`src/rtl/frv_lsu_split_pkg.sv`:
```
// Shared types and constants for the frv load/store unit.
//   lsu_state_e : request sequencer states
//   SIZE_MASK_* : per-size byte masks before lane shifting
//   size_mask() : decode of the one-hot size inputs into a byte mask
package frv_lsu_split_pkg;

    typedef enum logic [1:0] {
        ST_IDLE = 2'd0,
        ST_REQ  = 2'd1,
        ST_RSP  = 2'd2,
        ST_DONE = 2'd3
    } lsu_state_e;

    localparam logic [3:0] SIZE_MASK_BYTE = 4'h1;
    localparam logic [3:0] SIZE_MASK_HALF = 4'h3;
    localparam logic [3:0] SIZE_MASK_WORD = 4'hF;

    // Byte mask for the access size; no size selected yields an empty mask.
    function automatic logic [3:0] size_mask(input logic is_byte,
                                             input logic is_half,
                                             input logic is_word);
        logic [3:0] m;
        if (is_byte) begin
            m = SIZE_MASK_BYTE;
        end else if (is_half) begin
            m = SIZE_MASK_HALF;
        end else if (is_word) begin
            m = SIZE_MASK_WORD;
        end else begin
            m = 4'h0;
        end
        return m;
    endfunction

endpackage

```
`src/rtl/frv_lsu_split_align.sv`:
```
// Combinational lane logic for the frv LSU.
//   off_i        : byte offset of the access within its word
//   size_mask_i  : unshifted byte mask (1/3/F)
//   byte_i/half_i: access size, used for load extension
//   signed_i     : sign-extend byte/half loads
//   wdata_i      : LSB-aligned store data
//   rdata64_i    : two-word load data window (low word = first beat)
//   strb8_o      : byte strobes across both beats
//   wdata64_o    : lane-positioned store data across both beats
//   rdata_o      : aligned and extended load result
module frv_lsu_split_align
    import frv_lsu_split_pkg::*;
(
    input  logic [1:0]  off_i,
    input  logic [3:0]  size_mask_i,
    input  logic        byte_i,
    input  logic        half_i,
    input  logic        signed_i,
    input  logic [31:0] wdata_i,
    input  logic [63:0] rdata64_i,
    output logic [7:0]  strb8_o,
    output logic [63:0] wdata64_o,
    output logic [31:0] rdata_o
);

    logic [63:0] shifted_s;

    // Store lanes move up by the byte offset; load data moves down by it.
    always_comb begin
        strb8_o   = {4'h0, size_mask_i} << off_i;
        wdata64_o = {32'h0000_0000, wdata_i} << {off_i, 3'b000};
        shifted_s = rdata64_i >> {off_i, 3'b000};
        if (byte_i) begin
            rdata_o = signed_i ? {{24{shifted_s[7]}}, shifted_s[7:0]}
                               : {24'h00_0000, shifted_s[7:0]};
        end else if (half_i) begin
            rdata_o = signed_i ? {{16{shifted_s[15]}}, shifted_s[15:0]}
                               : {16'h0000, shifted_s[15:0]};
        end else begin
            rdata_o = shifted_s[31:0];
        end
    end

endmodule

```
`src/rtl/frv_lsu_split.sv`:
```
// frv load/store unit with load return path and misaligned-access splitting.
// One transaction outstanding; boundary-crossing accesses become two aligned
// word beats when MISALIGN_SPLIT=1, otherwise they raise lsu_a_error.
//   Pipeline side : lsu_valid/addr/wdata/op decode in, pipe_prog, hold_lsu_req;
//                   lsu_ready, lsu_a_error, lsu_b_error, lsu_mmio, lsu_rdata out
//   MMIO port     : single-cycle mmio_en/wen/addr/wdata, mmio_rdata same cycle
//   dmem bus      : dmem_req/wen/strb/addr/wdata, dmem_gnt, then
//                   dmem_rvalid/rdata/error for each granted beat
module frv_lsu_split
    import frv_lsu_split_pkg::*;
#(
    parameter logic [31:0] MMIO_BASE_ADDR = 32'h0000_1000,
    parameter logic [31:0] MMIO_BASE_MASK = 32'hFFFF_F000,
    parameter bit          MISALIGN_SPLIT = 1'b1
) (
    input  logic        g_clk,
    input  logic        g_resetn,
    input  logic        lsu_valid,
    input  logic [31:0] lsu_addr,
    input  logic [31:0] lsu_wdata,
    input  logic        lsu_load,
    input  logic        lsu_store,
    input  logic        lsu_byte,
    input  logic        lsu_half,
    input  logic        lsu_word,
    input  logic        lsu_signed,
    input  logic        pipe_prog,
    input  logic        hold_lsu_req,
    output logic        lsu_ready,
    output logic        lsu_a_error,
    output logic        lsu_b_error,
    output logic        lsu_mmio,
    output logic [31:0] lsu_rdata,
    output logic        mmio_en,
    output logic        mmio_wen,
    output logic [31:0] mmio_addr,
    output logic [31:0] mmio_wdata,
    input  logic [31:0] mmio_rdata,
    output logic        dmem_req,
    output logic        dmem_wen,
    output logic [3:0]  dmem_strb,
    output logic [31:0] dmem_addr,
    output logic [31:0] dmem_wdata,
    input  logic        dmem_gnt,
    input  logic        dmem_rvalid,
    input  logic [31:0] dmem_rdata,
    input  logic        dmem_error
);

    lsu_state_e  state_q, state_d;
    logic        beat_q, beat_d;
    logic [63:0] rbuf_q, rbuf_d;
    logic        b_err_q, b_err_d;
    logic        a_err_q, a_err_d;

    logic [3:0]  mask_s;
    logic [7:0]  strb8_s;
    logic [63:0] w64_s;
    logic [63:0] ld_raw_s;
    logic [63:0] rbuf_wr_s;
    logic [31:0] ld_ext_s;
    logic        cross_s;
    logic        misalign_s;
    logic        mmio_hit_s;
    logic        a_err_s;
    logic        rsp_done_s;
    logic        ready_s;
    logic        mmio_en_s;

    assign mask_s = size_mask(lsu_byte, lsu_half, lsu_word);

    frv_lsu_split_align u_align (
        .off_i       (lsu_addr[1:0]),
        .size_mask_i (mask_s),
        .byte_i      (lsu_byte),
        .half_i      (lsu_half),
        .signed_i    (lsu_signed),
        .wdata_i     (lsu_wdata),
        .rdata64_i   (ld_raw_s),
        .strb8_o     (strb8_s),
        .wdata64_o   (w64_s),
        .rdata_o     (ld_ext_s)
    );

    // Access classification: crossing, misalignment, MMIO decode, address error.
    // A crossing access is always misaligned, so with splitting disabled no
    // crossing access ever reaches the bus.
    always_comb begin
        cross_s    = |strb8_s[7:4];
        misalign_s = (lsu_half && lsu_addr[0]) ||
                     (lsu_word && (lsu_addr[1:0] != 2'b00));
        mmio_hit_s = lsu_valid && ((lsu_addr & MMIO_BASE_MASK) == MMIO_BASE_ADDR);
        a_err_s    = lsu_valid && misalign_s &&
                     ((MISALIGN_SPLIT == 1'b0) || mmio_hit_s);
        rsp_done_s = (state_q == ST_RSP) && dmem_rvalid;
        if (beat_q) begin
            rbuf_wr_s = {dmem_rdata, rbuf_q[31:0]};
        end else begin
            rbuf_wr_s = {rbuf_q[63:32], dmem_rdata};
        end
    end

    // Load data window: live MMIO data, the beat completing now, or the buffer.
    always_comb begin
        if (state_q == ST_IDLE) begin
            ld_raw_s = {32'h0000_0000, mmio_rdata};
        end else if (rsp_done_s) begin
            ld_raw_s = rbuf_wr_s;
        end else begin
            ld_raw_s = rbuf_q;
        end
    end

    // Sequencer next-state logic.
    always_comb begin
        state_d   = state_q;
        beat_d    = beat_q;
        rbuf_d    = rbuf_q;
        b_err_d   = b_err_q;
        a_err_d   = a_err_q;
        ready_s   = 1'b0;
        mmio_en_s = 1'b0;
        case (state_q)
            ST_IDLE: begin
                if (!lsu_valid) begin
                    state_d = ST_IDLE;
                end else if (a_err_s) begin
                    // Completes immediately; park in DONE unless the pipe moves now.
                    ready_s = 1'b1;
                    if (!pipe_prog) begin
                        state_d = ST_DONE;
                        a_err_d = 1'b1;
                    end else begin
                        state_d = ST_IDLE;
                    end
                end else if (hold_lsu_req) begin
                    state_d = ST_IDLE;
                end else if (mmio_hit_s) begin
                    mmio_en_s = 1'b1;
                    ready_s   = 1'b1;
                    rbuf_d    = {32'h0000_0000, mmio_rdata};
                    if (!pipe_prog) begin
                        state_d = ST_DONE;
                    end else begin
                        state_d = ST_IDLE;
                    end
                end else begin
                    state_d = ST_REQ;
                    beat_d  = 1'b0;
                    rbuf_d  = 64'h0;
                    b_err_d = 1'b0;
                end
            end
            ST_REQ: begin
                if (dmem_gnt) begin
                    state_d = ST_RSP;
                end else begin
                    state_d = ST_REQ;
                end
            end
            ST_RSP: begin
                if (dmem_rvalid) begin
                    rbuf_d  = rbuf_wr_s;
                    b_err_d = b_err_q | dmem_error;
                    // Second beat goes out even when the first one errored.
                    if (cross_s && !beat_q) begin
                        beat_d  = 1'b1;
                        state_d = ST_REQ;
                    end else begin
                        ready_s = 1'b1;
                        state_d = ST_DONE;
                    end
                end else begin
                    state_d = ST_RSP;
                end
            end
            ST_DONE: begin
                ready_s = 1'b1;
                if (pipe_prog) begin
                    state_d = ST_IDLE;
                    beat_d  = 1'b0;
                    b_err_d = 1'b0;
                    a_err_d = 1'b0;
                end else begin
                    state_d = ST_DONE;
                end
            end
            default: begin
                state_d = ST_IDLE;
            end
        endcase
    end

    // Sequencer state registers.
    always_ff @(posedge g_clk) begin
        if (!g_resetn) begin
            state_q <= ST_IDLE;
            beat_q  <= 1'b0;
            rbuf_q  <= 64'h0;
            b_err_q <= 1'b0;
            a_err_q <= 1'b0;
        end else begin
            state_q <= state_d;
            beat_q  <= beat_d;
            rbuf_q  <= rbuf_d;
            b_err_q <= b_err_d;
            a_err_q <= a_err_d;
        end
    end

    // Output drive; everything idles at zero outside its qualifying state.
    always_comb begin
        lsu_ready   = ready_s;
        lsu_mmio    = mmio_hit_s;
        lsu_a_error = ((state_q == ST_IDLE) && a_err_s) ||
                      ((state_q == ST_DONE) && a_err_q);
        lsu_b_error = ready_s && (b_err_q || (rsp_done_s && dmem_error));
        lsu_rdata   = (ready_s && lsu_load) ? ld_ext_s : 32'h0000_0000;
        mmio_en     = mmio_en_s;
        mmio_wen    = mmio_en_s && lsu_store;
        mmio_addr   = mmio_en_s ? lsu_addr : 32'h0000_0000;
        mmio_wdata  = mmio_en_s ? lsu_wdata : 32'h0000_0000;
        dmem_req    = (state_q == ST_REQ);
        if (state_q == ST_REQ) begin
            dmem_wen   = lsu_store;
            dmem_addr  = {lsu_addr[31:2], 2'b00} + (beat_q ? 32'd4 : 32'd0);
            dmem_strb  = beat_q ? strb8_s[7:4] : strb8_s[3:0];
            dmem_wdata = beat_q ? w64_s[63:32] : w64_s[31:0];
        end else begin
            dmem_wen   = 1'b0;
            dmem_addr  = 32'h0000_0000;
            dmem_strb  = 4'h0;
            dmem_wdata = 32'h0000_0000;
        end
    end

endmodule

```
`config.mk`:
```
export PLATFORM = sky130hd
export DESIGN_NAME = frv_lsu_split
export DESIGN_NICKNAME = d
export VERILOG_FILES = /design/src/rtl/frv_lsu_split_pkg.sv /design/src/rtl/frv_lsu_split_align.sv /design/src/rtl/frv_lsu_split.sv
export SDC_FILE = /design/constraint.sdc
export NUM_CORES = 1
export LEC_CHECK = 0
export BUFFER_PORTS_ARGS = -buffer_cell sky130_fd_sc_hd__buf_2
export CAP_MARGIN = 20
export CORE_AREA = 2 2 149 166
export CTS_CLUSTER_DIAMETER = 120
export DETAILED_ROUTE_END_ITERATION = 16
export DIE_AREA = 0 0 151 168
export HOLD_SLACK_MARGIN = 0.03
export PLACE_DENSITY = 0.65
export SLEW_MARGIN = 20
export SYNTH_ARGS = -nofsm -noshare
export SYNTH_HDL_FRONTEND = slang
export SYNTH_HIERARCHICAL = 1
export SYNTH_SLANG_ARGS = --single-unit
```
`constraint.sdc`:
```
create_clock -name g_clk -period 3.9 [get_ports g_clk]
set_input_delay 0.195 -clock g_clk [delete_from_list [all_inputs] [get_ports g_clk]]
set_output_delay 0.195 -clock g_clk [all_outputs]
set_load 0.05 [all_outputs]
```
Word level (Yosys, flattened, before mapping)
Index checks and enable logic that the tools add are counted.
{ "word_totals": {"reg_bits": 69, "output_inout_bits": 172, "elab_cells": 109} }
{ "classes": {"add_sub_neg": 1, "muxes": 59, "n_bitwise": 1, "n_reduce_logical": 27, "shifts": 3, "eq_ne": 13} }
{ "op_table": {"columns": ["cell", "count"], "rows": [
  ["$mux W64", 7],
  ["$mux W32", 11],
  ["$pmux W64 S2", 1],
  ["$shl A32 B5 Y64", 1],
  ["$shr A64 B5 Y32", 1],
  ["$add A32 B3 Y32", 1],
  ["$mux W1", 21],
  ["$eq A20 B1 Y1 const B", 1],
  ["$mux W4", 5],
  ["$mux W2", 8],
  ["$ne A2 B2 Y1 const B", 8],
  ["$logic_and A1 B1 Y1", 13],
  ["$reduce_and A5 Y1", 2],
  ["$pmux W1 S3", 3],
  ["$pmux W2 S4", 1],
  ["$reduce_and A8 Y1", 1],
  ["$shl A4 B2 Y8", 1],
  ["$reduce_and A7 Y1", 1],
  ["$reduce_bool A2 Y1", 3],
  ["$eq A2 B2 Y1 const B", 2],
  ["$reduce_or A4 Y1", 1],
  ["$logic_or A1 B1 Y1", 3],
  ["$mux W3", 1],
  ["$reduce_bool A3 Y1", 1],
  ["other kinds (6)", 6]
]} }

Logic depth before layout (Yosys ltp)
{ "depth": {"ltp_word": 11, "ltp_mapped": 13, "depth_no_buf": 9} }

Cells and area by module
Netlist, hierarchy kept.
{ "modules_own_cells": {"columns": ["mod", "cells_each", "seq_area_each_um2", "n_inst", "area_per_inst_um2"], "rows": [
  ["frv_lsu_split", 1062, 1381.3, 1, 7292.0],
  ["frv_lsu_split_align", 237, 0.0, 1, 2069.5]
]} }

Worst setup path after synthesis
OpenSTA, ideal clock, no wires.
{ "synth_timing": {"path_type": "reg2out", "startpoint": "register state_q[1]", "endpoint": "output lsu_rdata[31]", "arrival_ns": 2.938, "path_stages_with_launch": 14, "n_path_buf": 4, "slack_ns": 0.767, "required_time_ns": 3.705, "cell_sequence": "dfxtp_1 buf_2 nor3b_2 and2_1 buf_2 buf_4 mux2i_1 o21ai_0 mux2i_1 a2bb2oi_4 buf_6 nand3_1 nand2_1 a21oi_1"} }
{ "synth_via": {"elab_chain_cells": 9} }
{ "synth_rtl": {"columns": ["element", "line_no", "rtl"], "rows": [
  ["from (decl)", "frv_lsu_split.sv:50", "lsu_state_e state_q, state_d;"],
  ["from (signal assigned)", "frv_lsu_split.sv:203", "state_q <= state_d;"],
  ["$eq A2 B2 Y1", "frv_lsu_split.sv:95", "rsp_done_s = (state_q == ST_RSP) && dmem_rvalid;"],
  ["$logic_and A1 B1 Y1", "frv_lsu_split.sv:95", null],
  ["$mux W64", "frv_lsu_split.sv:107", "end else if (rsp_done_s) begin"],
  ["$mux W64 *", "frv_lsu_split.sv:105", "if (state_q == ST_IDLE) begin"],
  ["via ld_raw_s[15]", "frv_lsu_split.sv:59", "logic [63:0] ld_raw_s;"],
  ["$shr A64 B5 Y32 *", "frv_lsu_split_align.sv:32", "shifted_s = rdata64_i >> {off_i, 3'b000};"],
  ["$mux W32", "frv_lsu_split_align.sv:37", "rdata_o = signed_i ? {{16{shifted_s[15]}}, shifted_s[15:0]}"],
  ["$mux W32", "frv_lsu_split_align.sv:36", "end else if (half_i) begin"],
  ["$mux W32 *", "frv_lsu_split_align.sv:33", "if (byte_i) begin"],
  ["via ld_ext_s[31]", "frv_lsu_split.sv:61", "logic [31:0] ld_ext_s;"],
  ["$mux W32 *", "frv_lsu_split.sv:218", "lsu_rdata = (ready_s && lsu_load) ? ld_ext_s : 32'h0000_0000;"],
  ["to (decl)", "frv_lsu_split.sv:33", "output logic [31:0] lsu_rdata,"]
]} }
Mark *: on every way through the listed nets, which the timed path passes. The rest lies on a longest branch.

Worst setup path in the final report
{ "layout_timing": {"startpoint": "register state_q[1]", "endpoint": "output lsu_rdata[22]"} }
{ "layout_lines": {"columns": ["element", "line_no"], "rows": [
  ["$eq A2 B2 Y1", "frv_lsu_split.sv:95"],
  ["$logic_and A1 B1 Y1", "frv_lsu_split.sv:95"],
  ["$mux W64", "frv_lsu_split.sv:107"],
  ["$mux W64 *", "frv_lsu_split.sv:105"],
  ["via ld_raw_s[46]", "frv_lsu_split.sv:59"],
  ["$shr A64 B5 Y32 *", "frv_lsu_split_align.sv:32"],
  ["$mux W32 *", "frv_lsu_split_align.sv:36"],
  ["$mux W32 *", "frv_lsu_split_align.sv:33"],
  ["via ld_ext_s[22]", "frv_lsu_split.sv:61"],
  ["$mux W32 *", "frv_lsu_split.sv:218"]
]} }
Marks and branches as above.

==> impl_table.tex <==
\begin{tabular}{lr}
\hline
Metric & Value \\
\hline
\multicolumn{2}{l}{\textbf{Clocking}} \\
\quad Clock insertion delay at the later pin of the skew report & 0.34 ns \\
\quad TritonCTS clock tree & yes \\
\quad Number of buffers inserted by hold repair at cts & 0 \\
\quad Sink Count & 61 \\
\quad Clock slew at the register clock pins of the worst setup and hold paths & 0.05 ns \\
\quad Resized Gates After CTS & 0 \\
\quad Setup Buffers After CTS & 0 \\
\quad Maximum level of the CTS H-tree & 3 \\
\quad Clock root buffer & sky130\_fd\_sc\_hd\_\_clkbuf\_16 \\
\quad Inserted Clock Buffers & 9 \\
\quad Maximum clock insertion buffer count & 2 \\
\multicolumn{2}{l}{\textbf{Route}} \\
\quad DR iter-0 viols & 1,043 \\
\quad Iteration count of the initial detailed-routing pass & 7 \\
\quad Average wire per cell in the routed design & 19.6 um \\
\quad Routed via count & 10,100 \\
\quad DRC violation count after routing & 0 \\
\quad WL final & 34.5 mm \\
\quad Count of antenna-violating nets left after detailed routing & 0 \\
\quad Vias per cell & 5.76 \\
\multicolumn{2}{l}{\textbf{Setup path}} \\
\quad Crit-path max FO & 15 \\
\quad Data required time of the critical path & 3.70 ns \\
\quad CP dominant cell by count & sky130\_fd\_sc\_hd\_\_nand2\_1 \\
\quad Worst EP arrival & 3.41 ns \\
\quad Type of the worst setup path & reg -> out \\
\quad Kind of start point of the critical path & flop \\
\quad CP peak stage delay & 0.61 ns \\
\quad Number of cell instances on the worst register-to-register path & 6 \\
\quad Endpoint class of the critical path & output pin \\
\quad Crit-path slowest cell & sky130\_fd\_sc\_hd\_\_and3\_1 \\
\quad Worst path cell trace & buf\_4, nor2b\_1, and3\_1, buf\_4, nand2\_1, a21oi\_1, mux4\_2, nand2\_1, nand3\_1, nand2\_1, a21oi\_2, buf\_2 \\
\multicolumn{2}{l}{\textbf{Job}} \\
\quad Number of max-cap violations & 0 \\
\multicolumn{2}{l}{\textbf{Global route}} \\
\quad Via count of the first global-routing pass & 9,163 \\
\quad Gr ovfl total & 0 \\
\quad Largest net degree at the start of global routing & 81 \\
\quad Antenna violations before repair & 6 \\
\quad Combined global-route utilization of all metal layers & 0.260 \\
\quad First-pass GRT wire length & 52.5 mm \\
\multicolumn{2}{l}{\textbf{STA}} \\
\quad Tmin final & 3.60 ns \\
\quad Number of endpoints failing setup at the final stage & 0 \\
\quad Tightest hold margin & 0.136 ns \\
\quad Unrepaired setup endpoints after global routing & false \\
\quad Final Hold Violating Endpoints & 0 \\
\quad Aggregate negative setup slack & 0 ns \\
\quad Clock skew & 0.00621 ns \\
\quad Part of the cycle the worst path needs & 0.924 \\
\quad Slew at the pin closest to its max-slew limit & 0.986 ns \\
\quad Max-slew violation count & 0 \\
\quad Highest attainable clock frequency & 277 MHz \\
\quad Worst rel slew slack & 0.340 \\
\multicolumn{2}{l}{\textbf{Cells and area}} \\
\quad Util after Layout & 0.440 \\
\quad Layout cells sized above 1 & 0.286 \\
\quad Final \#Nets & 1,587 \\
\quad Synth-to-layout area growth & 17.3\% \\
\quad Final non-filler cell area & 10,500 sq um \\
\multicolumn{2}{l}{\textbf{Place}} \\
\quad Detailed Place HPWL & 25.3 mm \\
\quad Routability congestion estimate from global placement & 0.932 \\
\quad Number of buffer cells added on primary ports & 292 \\
\quad Area after detailed placement & 10,200 sq um \\
\multicolumn{2}{l}{\textbf{Worst hold path}} \\
\quad Path category of the worst min-delay check & in -> reg \\
\quad Number of cells on the worst hold path & 3 \\
\multicolumn{2}{l}{\textbf{Power and ir drop}} \\
\quad Switching fraction of total power & 0.426 \\
\quad Leakage power & 4.36 nW \\
\quad Cell Pwr Density & 255 nW/um\^{}2 \\
\quad Switching pwr & 0.00114 W \\
\quad Internal power of the cells & 0.00154 W \\
\quad Proportion of power drawn by flip-flops and latches & 0.237 \\
\quad Part of the power in the clock network & 0.314 \\
\quad Worst-case vdd ir drop & 139 uV \\
\quad Overall power after layout & 0.00268 W \\
\quad Fraction of power consumed by combinational cells & 0.449 \\
\multicolumn{2}{l}{\textbf{Floorplan}} \\
\quad Height of the die & 168 um \\
\quad Total Die Area & 25,400 sq um \\
\quad Floorplan core area & 23,900 sq um \\
\quad Site Rows & 60 \\
\quad Initial Util & 0.375 \\
\quad Number of top-level pins & 314 \\
\quad Floorplan die width & 151 um \\
\multicolumn{2}{l}{\textbf{Synth}} \\
\quad Syn Inst Count & 1,243 \\
\quad Yosys synthesis warning count & 6 \\
\quad Mean area per synthesized cell & 7.21 sq um \\
\quad Post-synthesis instance area & 8960 sq um \\
\multicolumn{2}{l}{\textbf{Status}} \\
\quad Result of the run & completed \\
\hline
\end{tabular}
final timing paths:
kind,start,slack (ns),to
min reg2reg,rbuf_q[54]$_SDFFE_PN0P_,0.46,rbuf_q[54]$_SDFFE_PN0P_
min,dmem_rdata[19],0.14,rbuf_q[51]$_SDFFE_PN0P_
max,state_q[1]$_SDFF_PN0_,0.30,lsu_rdata[22]
max reg2reg,state_q[1]$_SDFF_PN0_,1.50,rbuf_q[34]$_SDFFE_PN0P_
layout make-up:
class,instances,area [sq um]
multi-input cells,1037,6850
clock buffers,14,274
diodes,4,10.0
repair buffers,320,1690
fillers,2512,13400
inverters,14,52.6
flip-flops and latches,61,1220
clock inverters,1,30.0
well taps,310,388
flip-flops by register name (all words and copies together) (netlist names):
name,flops
rbuf_q,56
b_err_q,1
a_err_q,1
beat_q,1
state_q,2
through the flow:
step	cells	setup slack, ns
2_1_floorplan	1271	0.802
3_3_place_gp	1742	0.777
3_5_place_dp	1742	0.752
4_1_cts	1757	0.342
5_1_grt	1759	0.0694
6_report	1761	0.296
cells in the final DEF, fill, tap and decap left out, types with 3 or more instances in the layout:
master / instances
sky130_fd_sc_hd__a21oi_1: 43
sky130_fd_sc_hd__a21oi_2: 29
sky130_fd_sc_hd__a31oi_1: 36
sky130_fd_sc_hd__a32oi_1: 24
sky130_fd_sc_hd__and2_1: 63
sky130_fd_sc_hd__and3_1: 47
sky130_fd_sc_hd__and4_1: 5
sky130_fd_sc_hd__buf_2: 291
sky130_fd_sc_hd__buf_4: 28
sky130_fd_sc_hd__clkbuf_16: 9
sky130_fd_sc_hd__clkbuf_8: 3
sky130_fd_sc_hd__conb_1: 30
sky130_fd_sc_hd__dfxtp_1: 60
sky130_fd_sc_hd__diode_2: 4
sky130_fd_sc_hd__inv_1: 14
sky130_fd_sc_hd__mux2i_1: 138
sky130_fd_sc_hd__mux4_1: 3
sky130_fd_sc_hd__mux4_2: 26
sky130_fd_sc_hd__nand2_1: 221
sky130_fd_sc_hd__nand3_1: 30
sky130_fd_sc_hd__nand4_1: 13
sky130_fd_sc_hd__nor2_1: 108
sky130_fd_sc_hd__nor2b_1: 5
sky130_fd_sc_hd__nor3_1: 3
sky130_fd_sc_hd__nor3b_1: 3
sky130_fd_sc_hd__nor4_1: 7
sky130_fd_sc_hd__o21ai_0: 48
sky130_fd_sc_hd__o21ai_1: 39
sky130_fd_sc_hd__o22ai_1: 32
sky130_fd_sc_hd__o31ai_1: 11
sky130_fd_sc_hd__or3_1: 4
sky130_fd_sc_hd__or4_1: 10
sky130_fd_sc_hd__xnor2_1: 4
sky130_fd_sc_hd__xor2_1: 9
power groups by stage:
stage	combinational (W)	clock, W	sequential (W)
global placement	0.00118	0	0.000648
global route	0.00128	0.000873	0.000635
floorplan	0.000858	0	0.000649
detailed placement	0.00118	0	0.000648
finish	0.00120	0.000844	0.000635
CTS	0.00119	0.000849	0.000635
layer usage:
| layer | global-route usage | wire length (um) | vias to the layer above |
|---|---|---|---|
| li1 | - | - | 4803 |
| met1 | 0.351 | 14900 | 4762 |
| met2 | 0.409 | 15700 | 502 |
| met3 | 0.0561 | 2760 | 75 |
| met4 | 0.0922 | 1100 | 4 |
| met5 | 0 | 27 | - |
worst max-delay path, delay by kind of cell (launching register included):
| kind | cells | cell delay, ns |
|---|---|---|
| buffers and inverters | 3 | 0.74 |
| and+or+nand+nor | 6 | 1.26 |
| DFF | 1 | 0.32 |
| muxes | 1 | 0.32 |
| AOI/OAI and AO/OA | 2 | 0.43 |
Power figures use the tool's default switching activity.
